--- src/rtl/apb_rx_controller.sv ---
// APB master sequencer for the UART receiver register slave: programs bit period
// and data size, polls status, and hands received bytes to a one-entry valid/ready buffer.
module apb_rx_controller #(
   parameter int POLL_GAP = 4
) (
   input  logic        clk,
   input  logic        n_rst,
   input  logic        cfg_start,
   input  logic        cfg_stop,
   input  logic [13:0] cfg_bit_period,
   input  logic [3:0]  cfg_data_size,
   input  logic        clr_err,
   output logic        psel,
   output logic        penable,
   output logic        pwrite,
   output logic [2:0]  paddr,
   output logic [7:0]  pwdata,
   input  logic [7:0]  prdata,
   input  logic        pslverr,
   output logic [7:0]  rx_byte,
   output logic        rx_valid,
   input  logic        rx_ready,
   output logic        cfg_done,
   output logic        busy,
   output logic        err_framing,
   output logic        err_overrun,
   output logic        err_slv
);

   typedef enum logic [2:0] {
      ST_IDLE, ST_WR_BP0, ST_WR_BP1, ST_WR_DS, ST_RD_STAT, ST_RD_ERR, ST_RD_DATA, ST_GAP
   } state_t;

   localparam logic [7:0] GAP_LAST = 8'(POLL_GAP - 1);
   localparam logic [7:0] GAP_MAX  = 8'(POLL_GAP);

   state_t      state_r;
   state_t      state_nxt_s;
   logic [13:0] bp_r;
   logic [13:0] bp_src_s;
   logic [3:0]  ds_r;
   logic [3:0]  ds_src_s;
   logic [7:0]  gap_cnt_r;
   logic        discard_r;
   logic        access_end_s;
   logic        new_state_s;
   logic        rx_free_s;
   logic [2:0]  addr_nxt_s;
   logic [7:0]  wdata_nxt_s;
   logic        set_framing_s;
   logic        set_overrun_s;
   logic        set_slv_s;

   function automatic logic is_xfer(input state_t s);
      return (s != ST_IDLE) && (s != ST_GAP);
   endfunction

   function automatic logic is_write(input state_t s);
      return (s == ST_WR_BP0) || (s == ST_WR_BP1) || (s == ST_WR_DS);
   endfunction

   // Next-state decode; every transfer state leaves only at the end of its access cycle
   always_comb begin
      access_end_s = psel & penable;
      rx_free_s    = ~rx_valid | rx_ready;
      bp_src_s     = (state_r == ST_IDLE) ? cfg_bit_period : bp_r;
      ds_src_s     = (state_r == ST_IDLE) ? cfg_data_size : ds_r;
      state_nxt_s  = state_r;
      case (state_r)
         ST_IDLE: begin
            if (cfg_start) begin
               state_nxt_s = ST_WR_BP0;
            end else begin
               state_nxt_s = ST_IDLE;
            end
         end
         ST_GAP: begin
            if (cfg_stop) begin
               state_nxt_s = ST_IDLE;
            end else if ((gap_cnt_r >= GAP_LAST) && rx_free_s) begin
               state_nxt_s = ST_RD_STAT;
            end else begin
               state_nxt_s = ST_GAP;
            end
         end
         default: begin
            if (!access_end_s) begin
               state_nxt_s = state_r;
            end else if (pslverr && is_write(state_r)) begin
               state_nxt_s = ST_IDLE;
            end else if (cfg_stop) begin
               state_nxt_s = ST_IDLE;
            end else if (pslverr) begin
               state_nxt_s = ST_GAP;
            end else begin
               case (state_r)
                  ST_WR_BP0:  state_nxt_s = ST_WR_BP1;
                  ST_WR_BP1:  state_nxt_s = ST_WR_DS;
                  ST_WR_DS:   state_nxt_s = ST_RD_STAT;
                  ST_RD_STAT: state_nxt_s = prdata[0] ? ST_RD_ERR : ST_GAP;
                  ST_RD_ERR:  state_nxt_s = ST_RD_DATA;
                  ST_RD_DATA: state_nxt_s = ST_GAP;
                  default:    state_nxt_s = ST_IDLE;
               endcase
            end
         end
      endcase
      new_state_s = (state_nxt_s != state_r);

      case (state_nxt_s)
         ST_WR_BP0:  begin addr_nxt_s = 3'd2; wdata_nxt_s = bp_src_s[7:0]; end
         ST_WR_BP1:  begin addr_nxt_s = 3'd3; wdata_nxt_s = {2'b00, bp_src_s[13:8]}; end
         ST_WR_DS:   begin addr_nxt_s = 3'd4; wdata_nxt_s = {4'b0000, ds_src_s}; end
         ST_RD_STAT: begin addr_nxt_s = 3'd0; wdata_nxt_s = 8'h00; end
         ST_RD_ERR:  begin addr_nxt_s = 3'd1; wdata_nxt_s = 8'h00; end
         ST_RD_DATA: begin addr_nxt_s = 3'd6; wdata_nxt_s = 8'h00; end
         default:    begin addr_nxt_s = 3'd0; wdata_nxt_s = 8'h00; end
      endcase

      set_slv_s     = access_end_s & pslverr;
      set_framing_s = access_end_s & ~pslverr & (state_r == ST_RD_ERR) & (prdata == 8'h01);
      set_overrun_s = access_end_s & ~pslverr & (state_r == ST_RD_ERR) & (prdata == 8'h02);
   end

   // State register, registered APB/status outputs, gap counter and receive buffer
   always_ff @(posedge clk or negedge n_rst) begin
      if (!n_rst) begin
         state_r     <= ST_IDLE;
         psel        <= 1'b0;
         penable     <= 1'b0;
         pwrite      <= 1'b0;
         paddr       <= 3'd0;
         pwdata      <= 8'h00;
         busy        <= 1'b0;
         cfg_done    <= 1'b0;
         bp_r        <= 14'd0;
         ds_r        <= 4'd0;
         gap_cnt_r   <= 8'd0;
         discard_r   <= 1'b0;
         rx_valid    <= 1'b0;
         rx_byte     <= 8'h00;
         err_framing <= 1'b0;
         err_overrun <= 1'b0;
         err_slv     <= 1'b0;
      end else begin
         state_r  <= state_nxt_s;
         // staying in a transfer state only happens on setup -> access
         psel     <= is_xfer(state_nxt_s);
         penable  <= is_xfer(state_nxt_s) & ~new_state_s;
         pwrite   <= is_write(state_nxt_s);
         paddr    <= addr_nxt_s;
         pwdata   <= wdata_nxt_s;
         busy     <= (state_nxt_s != ST_IDLE);
         cfg_done <= access_end_s & ~pslverr & (state_r == ST_WR_DS);

         if ((state_r == ST_IDLE) && cfg_start) begin
            bp_r <= cfg_bit_period;
            ds_r <= cfg_data_size;
         end

         if (new_state_s && (state_nxt_s == ST_GAP)) begin
            gap_cnt_r <= 8'd0;
         end else if ((state_r == ST_GAP) && (gap_cnt_r < GAP_MAX)) begin
            gap_cnt_r <= gap_cnt_r + 8'd1;
         end

         if (access_end_s && (state_r == ST_RD_ERR)) begin
            discard_r <= ~pslverr & (prdata == 8'h01);
         end

         if (access_end_s && !pslverr && (state_r == ST_RD_DATA) && !discard_r) begin
            rx_valid <= 1'b1;
            rx_byte  <= prdata;
         end else if (rx_valid && rx_ready) begin
            rx_valid <= 1'b0;
         end

         err_framing <= set_framing_s | (err_framing & ~clr_err);
         err_overrun <= set_overrun_s | (err_overrun & ~clr_err);
         err_slv     <= set_slv_s | (err_slv & ~clr_err);
      end
   end

endmodule

--- config.mk ---
export PLATFORM = sky130hd
export DESIGN_NAME = apb_rx_controller
export DESIGN_NICKNAME = d
export VERILOG_FILES = /design/src/rtl/apb_rx_controller.sv
export SDC_FILE = /design/constraint.sdc
export NUM_CORES = 1
export LEC_CHECK = 0
export ABC_AREA = 1
export BUFFER_PORTS_ARGS = -buffer_cell sky130_fd_sc_hd__buf_2
export CAP_MARGIN = 20
export CELL_PAD_IN_SITES_DETAIL_PLACEMENT = 1
export CELL_PAD_IN_SITES_GLOBAL_PLACEMENT = 2
export CORE_ASPECT_RATIO = 2
export CORE_MARGIN = 2
export CORE_UTILIZATION = 31
export CTS_BUF_LIST = sky130_fd_sc_hd__clkbuf_16
export DETAILED_ROUTE_END_ITERATION = 10
export HOLD_SLACK_MARGIN = 0.03
export PLACE_DENSITY_LB_ADDON = 0.1
export SYNTH_ARGS = -nofsm -noshare
export SYNTH_HDL_FRONTEND = slang
export SYNTH_SLANG_ARGS = --single-unit
--- constraint.sdc ---
create_clock -name clk -period 2.27 [get_ports clk]
set_clock_uncertainty 0.2 [all_clocks]
set_input_delay 0 -clock clk [delete_from_list [all_inputs] [get_ports clk]]
set_output_delay 0 -clock clk [all_outputs]
set_load 0.05 [all_outputs]
Word level (Yosys, flattened, before mapping)
Cells that the tools add are included.
{"block": "op_classes", "n_mux": 18, "reduce_logical": 21, "n_lt_le_gt_ge": 2, "bitwise": 20, "addsub": 1, "n_eq_ne": 17}
{"operator": "one-hot mux 8 bit (3 select lines)", "count": 1}
{"operator": "equality test 3 bit, second input constant", "count": 7}
{"operator": "one-hot mux 3 bit (6 select lines)", "count": 1}
{"operator": "two-way mux 8 bit", "count": 2}
{"operator": "two-way mux 3 bit", "count": 5}
{"operator": "one-hot mux 3 bit (5 select lines)", "count": 1}
{"operator": "two-way mux 14 bit", "count": 1}
{"operator": "AND 1 bit", "count": 12}
{"operator": "equality test 3 x 2 -> 1 bit, second input constant", "count": 4}
{"operator": "logical AND 1 bit", "count": 11}
{"operator": "adder 8 x 1 -> 8 bit, second input constant", "count": 1}
{"operator": "equality test 8 x 1 -> 1 bit, second input constant", "count": 1}
{"operator": "equality test 8 x 2 -> 1 bit, second input constant", "count": 1}
{"operator": "greater-or-equal comparator 8 x 2 -> 1 bit, second input constant", "count": 1}
{"operator": "< comparator 8 x 3 -> 1 bit, second input constant", "count": 1}
{"operator": "equality test 3 x 1 -> 1 bit, second input constant", "count": 2}
{"operator": "one-hot mux 3 bit (2 select lines)", "count": 1}
{"operator": "logical OR 1 bit", "count": 4}
{"operator": "two-way mux 2 bit", "count": 2}
{"operator": "two-way mux 4 bit", "count": 1}
{"operator": "NOT 1 bit", "count": 4}
{"operator": "OR 1 bit", "count": 4}
{"operator": "nonzero test 2 bit", "count": 2}
{"operator": "logical NOT 3 bit", "count": 1}
{"operator": "other kinds (5)", "count": 8}
{"block": "totals", "output_inout_bits": 28, "register_bits": 58, "elab_cells": 96}

Depth between registers and ports, before layout
Gate-level depths: netlist (run 1).
{"block": "logic_depth", "depth_word": 10, "mapped_depth": 14, "depth_no_buf": 13}

Least setup slack after synthesis (run 1)
No wires, ideal clock.
{"block": "synth_path", "path_kind": "reg2reg", "from": "register penable", "to": "register gap_cnt_r[1]", "n_path_buf": 0, "slack_ns": 0.180, "path_stages_with_launch": 12, "arrival_time_ns": 1.765, "setup_time_ns": 0.126, "synth_period_minus_slack_ns": 2.090, "path_cell_list": "dfrtp_1 > nand2_1 > inv_1 > nand2_1 > nor2_2 > nand2_1 > nand2_1 > nand2_2 > nand2_4 > inv_2 > nor2_4 > a21oi_1"}
{"block": "synth_via", "elab_chain_len": 6, "word_cells_on_any_way": 8}
{"element": "start: declaration", "line_no": "14", "source": "output logic penable,"}
{"element": "start signal: assignment", "line_no": "149", "source": "penable <= is_xfer(state_nxt_s) & ~new_state_s;"}
{"element": "AND 1 bit (*)", "line_no": "64", "source": "access_end_s = psel & penable;"}
{"element": "two-way mux 3 bit (*)", "line_no": "87", "source": "if (!access_end_s) begin"}
{"element": "one-hot mux 3 bit (2 select lines) (*)", "line_no": "69", "source": "case (state_r)"}
{"element": "via state_nxt_s[2]", "line_no": "38", "source": "state_t state_nxt_s;"}
{"element": "inequality test 3 bit or equality test 3 bit (tied branches)", "line_no": "108, 161"}
{"element": "logical AND 1 bit (*)", "line_no": "161", "source": "if (new_state_s && (state_nxt_s == ST_GAP)) begin"}
{"element": "two-way mux 8 bit or nonzero test 2 bit (tied branches)"}
{"element": "end signal: assignment", "line_no": "164", "source": "gap_cnt_r <= gap_cnt_r + 8'd1;"}
{"element": "end: declaration", "line_no": "43", "source": "logic [7:0] gap_cnt_r;"}
The timed path passes the listed nets; every way through them passes the cells marked *.
A chain may end at the register's enable or synchronous reset.

Worst setup path after layout (run 1)
{"block": "layout_path", "from": "register state_r[2]", "to": "register pwdata[1]"}
{"block": "layout_via", "elab_chain_len": 9, "word_cells_on_any_way": 23}
{"element": "start: declaration", "line_no": "37", "source": "state_t state_r;"}
{"element": "start signal: assignment", "line_no": "146", "source": "state_r <= state_nxt_s;"}
{"element": "equality test 3 bit, or another cell as far along", "line_no": "96", "source": "case (state_r)"}
{"element": "one-hot mux 3 bit (6 select lines) or logical OR 1 bit (tied branches)", "line_no": "96, 59"}
{"element": "two-way mux 3 bit or logical OR 1 bit (tied branches)", "line_no": "93, 59"}
{"element": "two-way mux 3 bit or logical AND 1 bit (tied branches)", "line_no": "91, 89"}
{"element": "two-way mux 3 bit", "line_no": "89", "source": "end else if (pslverr && is_write(state_r)) begin"}
{"element": "two-way mux 3 bit", "line_no": "87"}
{"element": "one-hot mux 3 bit (2 select lines) (*)", "line_no": "69"}
{"element": "via state_nxt_s[0]", "line_no": "38"}
{"element": "equality test 3 x 2 -> 1 bit or equality test 3 x 1 -> 1 bit (tied branches)", "line_no": "110", "source": "case (state_nxt_s)"}
{"element": "one-hot mux 8 bit (3 select lines) (*)", "line_no": "110"}
{"element": "via wdata_nxt_s[1]", "line_no": "49", "source": "logic [7:0] wdata_nxt_s;"}
{"element": "end signal: assignment", "line_no": "152", "source": "pwdata <= wdata_nxt_s;"}
{"element": "end: declaration", "line_no": "17", "source": "output logic [7:0] pwdata,"}
Marked as above.

==> results.yml, run 1 <==
die:
  die_y_um: 137
  fp-row-count: 48
  fp.dieW_um: 70.4
  io_pins: 61
  initial_core_util_pct: 31.8
  design.die.area_mm2: 0.00962
  coreArea_mm2: 0.00859
logic_synthesis:
  synth_edf_count: 0
  synthArstFlopShare_pct: 100
  synth_seq_cells: 58
  synth.avg_cell_area_um2: 8.56
  ys_seq_area_share_pct: 53.2
  synth_ff_type: "dfrtp_1"
  yosysMostFrequentCell: "nand2_1"
  synthCells: 319
  synth_area_mm2: 0.00273
  yosysWarnings: 0
  yosys.area.top_type: "dfrtp_1"
  synth_nets: 353
  synthDistinctLibCells: 29
  synth_top_area_share_pct: 53.2
  synth.area.top_cells: "dfrtp_1, nand2_1, o21ai_0"
  synth_commonest_cells: "nand2_1, dfrtp_1, inv_1"
placed_design:
  dp_slack_ps: 164
  io_buffers: 60
  place_area_mm2: 0.00318
  hpwl_mm: 5.40
  gp_congestion: 0.843
drt:
  drt_iter0_drc: 64
  wl_per_cell_um: 14.0
  vias: 2434
  detail-route-antenna-nets: 0
  first_pass_iters: 4
  routed_wirelength_mm: 7.37
  via_per_inst: 4.62
  drc: 0
sta:
  worst_pin_slew_ps: 620
  fmaxAchievable_mhz: 489
  fin_crit_ps: 2050
  hold_viol: 0
  rsz0062_at_grt: "no"
  report.final.slew_viol_count: 0
  slew_headroom_pct: 58.7
  fin_crit_sh_pct: 90.1
  setup_tns_ps: 0
  setup_violations: 0
  finalWorstSetupSlack_ps: 224
run:
  drv_cap: 0
final_layout:
  nFillCells: 1053
  area_delta_synth_final_pct: 39.2
  design_area_mm2: 0.00380
  layout.nets: 456
  drive_gt1_share_pct: 26.5
  insertedDiodeCount: 0
clock_network:
  cts_tree: "built"
  clockRootBuffer: "clkbuf_16"
  cts.sinks: 58
  clock_path_buffers: 2
  clk_latency_ps: 330
  path_clk_slew_ps: 50
  cts_htree_levels: 3
  cts_buffers: 9
grt:
  grt.total_usage_pct: 17.3
  grt-ovfl-total: 0
  antenna_found_initial: 0
  grt_pass1_vias: 2660
  grt_max_degree: 35
  grt_pass1_wl_mm: 12.6
critical_path:
  reg2reg_to: "pwdata[1]$_DFF_PN0_"
  arrival_ps: 2110
  critPathMaxFanout: 8
  start_kind: "flop"
  worst-r2r-setup-slack_ps: 220
  reg2reg_depth: 11
  setup.worst_path.end_class: "flop"
  path_class: "reg2reg"
  cp.required_ps: 2330
  timing.rr.start: "state_r[2]$_DFF_PN0_"
power:
  ir_worst_vdd_v: 0.000484
  p_per_area_mw_per_mm2: 1130
  power.leakage_nw: 1.96
min_path:
  hold_class: "in2async"
outcome:
  status: "finished clean"
## critical path, stage by stage, from the launching register on
cell	delay, ps
dfrtp_1	490
inv_4	170
nand2_2	60
nor2_2	90
nor2_2	60
o21ai_2	220
nand3_4	150
nor2_2	120
inv_2	70
nor2_4	170
nand2_1	90
nand3_1	80
## cell usage in the layout, fill, tap and decap left out, types with 2 or more instances in the layout
cell type / Yosys / layout
nand3_1: 14 / 14
inv_2: 6 / 6
nor2_1: 14 / 14
dlygate4sd3_1: 0 / 34
dfrtp_1: 58 / 58
o21ai_2: 2 / 2
nor2_4: 4 / 4
nand4_1: 5 / 5
o21bai_1: 2 / 2
buf_2: 0 / 60
nand3_4: 2 / 2
nand2_4: 3 / 3
mux2_2: 4 / 4
buf_4: 1 / 5
a21oi_1: 9 / 9
clkbuf_16: 0 / 9
o21ai_0: 41 / 41
inv_1: 42 / 44
nand2_2: 7 / 7
clkinv_1: 0 / 2
nor2_2: 4 / 4
nand2_1: 84 / 84
## how the worst max path moves through the flow
stage	from	to	depth (start not counted)
2_1_floorplan	penable$_DFF_PN0_	gap_cnt_r[1]$_DFFE_PN0P_	11
3_3_place_gp	state_r[2]$_DFF_PN0_	pwdata[0]$_DFF_PN0_	11
3_5_place_dp	state_r[0]$_DFF_PN0_	pwdata[6]$_DFF_PN0_	13
4_1_cts	state_r[0]$_DFF_PN0_	pwdata[6]$_DFF_PN0_	13
5_1_grt	state_r[0]$_DFF_PN0_	pwdata[6]$_DFF_PN0_	13
6_report	state_r[2]$_DFF_PN0_	pwdata[1]$_DFF_PN0_	11
## final cells by class
class / count / area, µm² / area share (%)
flip-flops and latches: 58 / 1450 / 38.2
multi-input cells: 205 / 1060 / 28.0
repair buffers: 100 / 698 / 18.4
clock buffers: 9 / 225 / 5.92
inverters: 48 / 183 / 4.81
well taps: 100 / 125 / 3.29
clock inverters: 7 / 53.8 / 1.42
## metrics by stage
stage,hold slack [ps],power [W],instances,util [%]
detailed placement,-145,0.00303,477,37.0
global placement,-143,0.00300,477,37.0
CTS,43.7,0.00438,527,44.2
floorplan,-496,0.00258,319,-
global route,73.4,0.00461,527,44.3
finish,16.2,0.00431,527,44.3
## where the power goes
group | switching (W) | total [W] | internal, W
combinational | 0.00109 | 0.00156 | 0.000463
clock | 0.000461 | 0.00129 | 0.000826
sequential | 0.000150 | 0.00146 | 0.00131
total | 0.00170 | 0.00431 | 0.00260
## cell families (layout without fill, tap and decap cells)
| logic type | Yosys count | after routing | share of synthesized area (%) |
|---|---|---|---|
| AND/OR/NAND/NOR | 141 | 141 | 25.1 |
| flip-flops | 58 | 58 | 53.2 |
| AO/OA/AOI/OAI | 57 | 57 | 11.1 |
| buffers and inverters | 56 | 164 | 7.84 |
| multiplexers | 5 | 5 | 2.02 |
| adder cells (fa/ha/maj) | 1 | 1 | 0.458 |
| XOR/XNOR | 1 | 1 | 0.321 |
## sequential cells by signal, indices dropped and copies added, names as in the netlist
signal       cells
psel             1
penable          1
state_r          3
cfg_done         1
err_overrun      1
busy             1
err_slv          1
pwdata           8
err_framing      1
discard_r        1
paddr            3
rx_valid         1
gap_cnt_r        8
rx_byte          8
bp_r            14
pwrite           1
ds_r             4
## layer usage
metal	global-route usage, %	up-vias	share of wire, %
li1	-	1212	-
met1	17.2	1159	37
met2	32.9	52	57
met3	4.71	11	4.1
met4	7.05	0	2.0
met5	0	-	0
## what timing repair did
action                     CTS  global route
hold endpoints to repair   102             0
buffers inserted             0             0
setup endpoints to repair    0             2
hold buffers                34             0
resized for setup            0             2
Note: power is estimated with default switching activity, not from simulation.
==> inputs of run 2 (changes only) <==
==> constraint.sdc (replaced) <==
create_clock -name clk -period 2.27 [get_ports clk]
set_clock_uncertainty 0.2 [all_clocks]
set_input_delay 0.1135 -clock clk [delete_from_list [all_inputs] [get_ports clk]]
set_output_delay 0.1135 -clock clk [all_outputs]
set_load 0.05 [all_outputs]
==> results.yml, run 2 (same netlist as run 1, synthesis figures left out) <==
power:
  power_w: 0.00433
  power.leakage_nw: 1.95
  p_per_area_mw_per_mm2: 1140
  ir_worst_vdd_v: 0.000570
drt:
  first_pass_iters: 4
  wl_per_cell_um: 14.4
  drc: 0
  vias: 2445
  drt_iter0_drc: 77
  detail-route-antenna-nets: 0
  via_per_inst: 4.64
  routed_wirelength_mm: 7.59
sta:
  slew_headroom_pct: 63.0
  setup_tns_ps: 0
  hold_viol: 0
  fin_crit_sh_pct: 91.0
  report.final.slew_viol_count: 0
  fin_crit_ps: 2070
  rsz0062_at_grt: "no"
  hold_slack_ps: 93.7
  worst_pin_slew_ps: 554
  setup_violations: 0
  fmaxAchievable_mhz: 484
run:
  drv_cap: 0
critical_path:
  crit_chain: "dlygate4sd3_1 > buf_2 > inv_1 > nand4_1 > nor3_1 > nand4_1 > o21ai_0 > dlygate4sd3_1"
  start_kind: "input pin"
  path_class: "in2reg"
  reg2reg_depth: 12
  worst-r2r-setup-slack_ps: 220
  slowest_delay_ps: 560
  timing.rr.start: "state_r[0]$_DFF_PN0_"
  cp.depth: 8
  cpLargestDelayFamily: "buffers and inverters"
  cp.buffers_inverters: 4
  cp-endpoint: "err_framing$_DFF_PN0_"
  arrival_ps: 2130
  startpoint: "prdata[6]"
  cpMaxStageDelayCell: "dlygate4sd3_1"
  setup.worst_path.end_class: "flop"
  critPathMaxFanout: 2
  reg2reg_to: "gap_cnt_r[6]$_DFFE_PN0P_"
  cp.required_ps: 2340
outcome:
  status: "finished clean"
die:
  io_pins: 61
  design.die.area_mm2: 0.00962
  initial_core_util_pct: 31.8
  fp-row-count: 48
  fp.dieW_um: 70.4
  coreArea_mm2: 0.00859
  die_y_um: 137
final_layout:
  layout.nets: 456
  nFillCells: 1036
  drive_gt1_share_pct: 27.6
  area_delta_synth_final_pct: 38.9
  mostFrequentLayoutCell: "nand2_1"
  insertedDiodeCount: 0
  final_cell_mix: "nand2_1, buf_2, dfrtp_1"
  utilization_pct: 44.1
  design_area_mm2: 0.00379
  largest_reg_flops: 14
  top_register: "bp_r"
grt:
  grt.total_usage_pct: 17.4
  grt_pass1_wl_mm: 12.6
  grt-ovfl-total: 0
  grt_pass1_vias: 2602
  antenna_found_initial: 0
  grt_max_degree: 35
clock_network:
  cts.sinks: 58
  cts_tree: "built"
  cts_htree_levels: 3
  path_clk_slew_ps: 50
  clock_path_buffers: 2
  clk_latency_ps: 330
  post_cts_buffers: 0
  clockRootBuffer: "clkbuf_16"
  cts_buffers: 9
placed_design:
  hpwl_mm: 5.66
  place_area_mm2: 0.00317
  io_buffers: 60
  gp_congestion: 0.894
min_path:
  hold_class: "in2reg"
[run 2: cell types whose count changed in the layout (fill, tap and decap cells not counted), sizes merged]
cell         previous run  this run
inv                    51        48
dlygate4sd3            34        33
buf                    66        67
clkinvlp                0         1
clkinv                  3         5
[run 2: metrics by stage]
step,setup WS [ps],cells
6_report,204,527
5_1_grt,16.7,527
4_1_cts,65.1,527
3_5_place_dp,85.4,478
3_3_place_gp,86.3,478
2_1_floorplan,180,319
[run 2: power by group]
group	switching (W)	internal, W	total, W	leakage [nW]
clock network	0.000473	0.000834	0.00131	0.140
registers	0.000154	0.00131	0.00147	0.719
logic	0.00110	0.000461	0.00156	1.09
[run 2: how the worst min path moves through the flow]
stage                         start               endpoint  slack (ps)  cells past startpoint
final                     cfg_start   state_r[0]$_DFF_PN0_          90                      3
after global routing      cfg_start   state_r[0]$_DFF_PN0_         120                      3
after CTS                 cfg_start   state_r[0]$_DFF_PN0_         110                      3
after detailed placement      n_rst  err_framing$_DFF_PN0_         -60                      1
after global placement        n_rst      err_slv$_DFF_PN0_         -70                      1
after floorplan               n_rst    bp_r[0]$_DFFE_PN0P_        -380                      0
[run 2: per-layer routing]
layer	wire (µm)	track usage [%]	share of wire, %	up-vias
met5	0	0	0	-
met3	282	4.27	3.7	13
met4	223	8.33	2.9	0
met1	2710	16.9	36	1155
met2	4370	33.5	58	57
li1	-	-	-	1220
[run 2: tightest hold or removal path: cells and delay by family]
family        cells  cell delay, ps
buf+inv           1             100
simple gates      2             340
[run 2: area by class of cell]
class / instances / area (µm²) / area share (%)
well taps: 100 / 125 / 3.30
repair buffers: 100 / 683 / 18.0
flip-flops and latches: 58 / 1450 / 38.3
clock inverters: 7 / 60.1 / 1.58
multi-input cells: 205 / 1060 / 28.1
inverters: 48 / 180 / 4.75
clock buffers: 9 / 225 / 5.94
[run 2: what timing repair did]
item                                    CTS  global route
resized for setup                         0             2
hold buffers                             33             0
endpoints found under the setup margin    0            14
endpoints found under the hold margin    62             0
==> inputs of run 3 (changes only) <==
--- a/config.mk
+++ b/config.mk
@@ -5,17 +5,15 @@
 export SDC_FILE = /design/constraint.sdc
 export NUM_CORES = 1
 export LEC_CHECK = 0
-export ABC_AREA = 1
 export BUFFER_PORTS_ARGS = -buffer_cell sky130_fd_sc_hd__buf_2
 export CAP_MARGIN = 20
 export CELL_PAD_IN_SITES_DETAIL_PLACEMENT = 1
 export CELL_PAD_IN_SITES_GLOBAL_PLACEMENT = 2
 export CORE_ASPECT_RATIO = 2
 export CORE_MARGIN = 2
-export CORE_UTILIZATION = 31
+export CORE_UTILIZATION = 34
 export CTS_BUF_LIST = sky130_fd_sc_hd__clkbuf_16
 export DETAILED_ROUTE_END_ITERATION = 10
-export HOLD_SLACK_MARGIN = 0.03
 export PLACE_DENSITY_LB_ADDON = 0.1
 export SYNTH_ARGS = -nofsm -noshare
 export SYNTH_HDL_FRONTEND = slang
==> results.yml, run 3 <==
outcome:
  status: "complete, but fails checks"
  violations: "negative setup slack"
die:
  fp.dieW_um: 66.2
  design.die.area_mm2: 0.00850
  coreArea_mm2: 0.00754
  die_y_um: 128
  initial_core_util_pct: 34.9
  io_pins: 61
  fp-row-count: 45
sta:
  worst_pin_slew_ps: 608
  report.final.slew_viol_count: 0
  finalWorstSetupSlack_ps: -303
  hold_slack_ps: 23.3
  slew_headroom_pct: 59.5
  fin_crit_ps: 2570
  fmaxAchievable_mhz: 389
  setup_violations: 10
  hold_viol: 0
  rsz0062_at_grt: "yes"
  fin_crit_sh_pct: 113
grt:
  grt_max_degree: 36
  antenna_found_initial: 0
  grt_pass1_vias: 2508
  grt.total_usage_pct: 20.0
  grt_pass1_wl_mm: 12.4
  grt-ovfl-total: 0
logic_synthesis:
  synth.area.top_cells: "dfrtp_1, mux2_2, mux2i_1"
  synthDistinctLibCells: 37
  yosysMostFrequentCell: "dfrtp_1"
  synthMuxAreaShare_pct: 19.1
  synth_edf_count: 0
  yosysWarnings: 0
  synth_commonest_cells: "dfrtp_1, mux2_2, mux2i_1"
  synth_seq_cells: 58
  synth_top_family_by_area: "multiplexers"
  yosys.area.top_type: "dfrtp_1"
  synth_area_mm2: 0.00263
  synthArstFlopShare_pct: 100
  synth_ff_type: "dfrtp_1"
  synth_compound_area_share_pct: 8.80
  synthCells: 220
  synth.avg_cell_area_um2: 12.0
  synthAdderAreaFrac_pct: 0.476
  synth_nets: 254
  synthSimpleGateAreaFrac_pct: 12.6
  synth_top_area_share_pct: 55.2
  synthXorXnorAreaFrac_pct: 0.666
  ys_seq_area_share_pct: 55.2
drt:
  wl_per_cell_um: 17.3
  routed_wirelength_mm: 7.74
  vias: 2230
  drc: 0
  drt_iter0_drc: 59
  via_per_inst: 5.00
  detail-route-antenna-nets: 0
  first_pass_iters: 4
final_layout:
  design_area_mm2: 0.00398
  area_delta_synth_final_pct: 51.4
  mostFrequentLayoutCell: "buf_2"
  insertedDiodeCount: 0
  regArea_mm2: 0.00145
  top_register: "bp_r"
  layout.nets: 381
  final_cell_mix: "buf_2, dfrtp_1, buf_4"
  utilization_pct: 52.8
  multi_input_area_mm2: 0.00119
  largest_reg_flops: 14
  drive_gt1_share_pct: 46.9
  nFillCells: 820
placed_design:
  dp_slack_ps: -369
  gp_congestion: 0.813
  io_buffers: 60
  hpwl_mm: 5.48
  place_area_mm2: 0.00326
critical_path:
  cp.required_ps: 2320
  path_class: "reg2reg"
  arrival_ps: 2620
  critPathMaxFanout: 3
  start_kind: "flop"
  setup.worst_path.end_class: "flop"
power:
  clock_power_share_pct: 21.6
  ir_worst_vdd_v: 0.000858
  power.share.switching_pct: 38.5
  power_frac_seq_pct: 26.8
  p_int_w: 0.00368
  p_per_area_mw_per_mm2: 1500
  power.leakage_nw: 1.89
  switching_power_w: 0.00230
  combPwrFrac_pct: 51.6
clock_network:
  cts.sinks: 58
  clock_path_buffers: 2
  cts_tree: "built"
  cts_htree_levels: 3
  path_clk_slew_ps: 50
  cts_buffers: 9
  clk_latency_ps: 330
  clockRootBuffer: "clkbuf_16"
run:
  drv_cap: 0
min_path:
  hold_class: "in2reg"
[run 3: cell types whose count changed after synthesis, moves of 5 or more]
| cell | delta |
|---|---|
| o21ai_0 | -34 |
| nand4_1 | -5 |
| mux2i_1 | +12 |
| nand2_2 | -7 |
| inv_1 | -34 |
| mux2_2 | +26 |
| inv_2 | -6 |
| nand2_1 | -73 |
| o2111ai_1 | +5 |
| nand3_1 | -7 |
| and2_1 | +6 |
[run 3: layout make-up]
class | instances | share of cell area (%)
timing repair buffer | 127 | 22.7
clock inverter | 7 | 1.51
tap | 94 | 2.95
sequential | 58 | 36.5
multi-input combinational | 143 | 29.9
inverter | 8 | 0.754
clock buffer | 9 | 5.66
[run 3: per-layer routing]
metal / vias to the layer above / routed length (µm) / global-route usage (%) / share of wire (%)
met3: 18 / 267 / 4.98 / 3.5
li1: 1048 / - / - / -
met4: 0 / 245 / 9.96 / 3.2
met5: - / 0 / 0 / 0
met1: 1105 / 2740 / 19.5 / 35
met2: 59 / 4480 / 37.6 / 58
[run 3: critical path, cell delays in order, from the launching register on]
cell	delay, ps
dfrtp_1	370
or4_4	530
or4_4	430
a211oi_2	220
nand3b_1	190
buf_6	140
mux2_4	300
o22ai_2	110
[run 3: final timing paths]
path	startpoint	to	slack, ps	depth (start not counted)
worst max register to register	gap_cnt_r[6]$_DFFE_PN0P_	pwdata[0]$_DFF_PN0_	-300	7
worst min-delay path	pslverr	err_slv$_DFF_PN0_	20	4
max in group asynchronous	n_rst	state_r[0]$_DFF_PN0_	1130	3
worst max-delay path	gap_cnt_r[6]$_DFFE_PN0P_	pwdata[0]$_DFF_PN0_	-300	7
worst min register to register	rx_byte[1]$_DFFE_PN0P_	rx_byte[1]$_DFFE_PN0P_	280	2
min in group asynchronous	n_rst	pwdata[5]$_DFF_PN0_	140	2
[run 3: power by group through the flow]
stage	Clock [W]	Combinational, W	Sequential [W]
finish	0.00129	0.00309	0.00160
global route	0.00138	0.00330	0.00165
CTS	0.00133	0.00290	0.00160
detailed placement	0	0.00268	0.00161
global placement	0	0.00264	0.00160
floorplan	0	0.00138	0.00196
[run 3: cells by family after synthesis]
group                    after synthesis
AO/OA/AOI/OAI                         32
flip-flops                            58
XOR/XNOR                               2
adder cells (fa/ha/maj)                1
multiplexers                          46
AND/OR/NAND/NOR                       62
buffers and inverters                 19
[run 3: repair_timing]
item,4_1_cts,5_1_grt
pin swaps,2,5
hold buffers,30,0
resized for setup,12,13
setup buffers,1,3
setup endpoints to repair,13,23
endpoints found under the hold margin,59,0
[run 3: per-stage QoR]
step                setup TNS, ps  total power, W  cells
detailed placement          -3040         0.00429    396
finish                      -1740         0.00598    446
CTS                         -3170         0.00583    443
global route                -2570         0.00632    446
floorplan                    -621         0.00334    220
global placement            -2140         0.00423    396
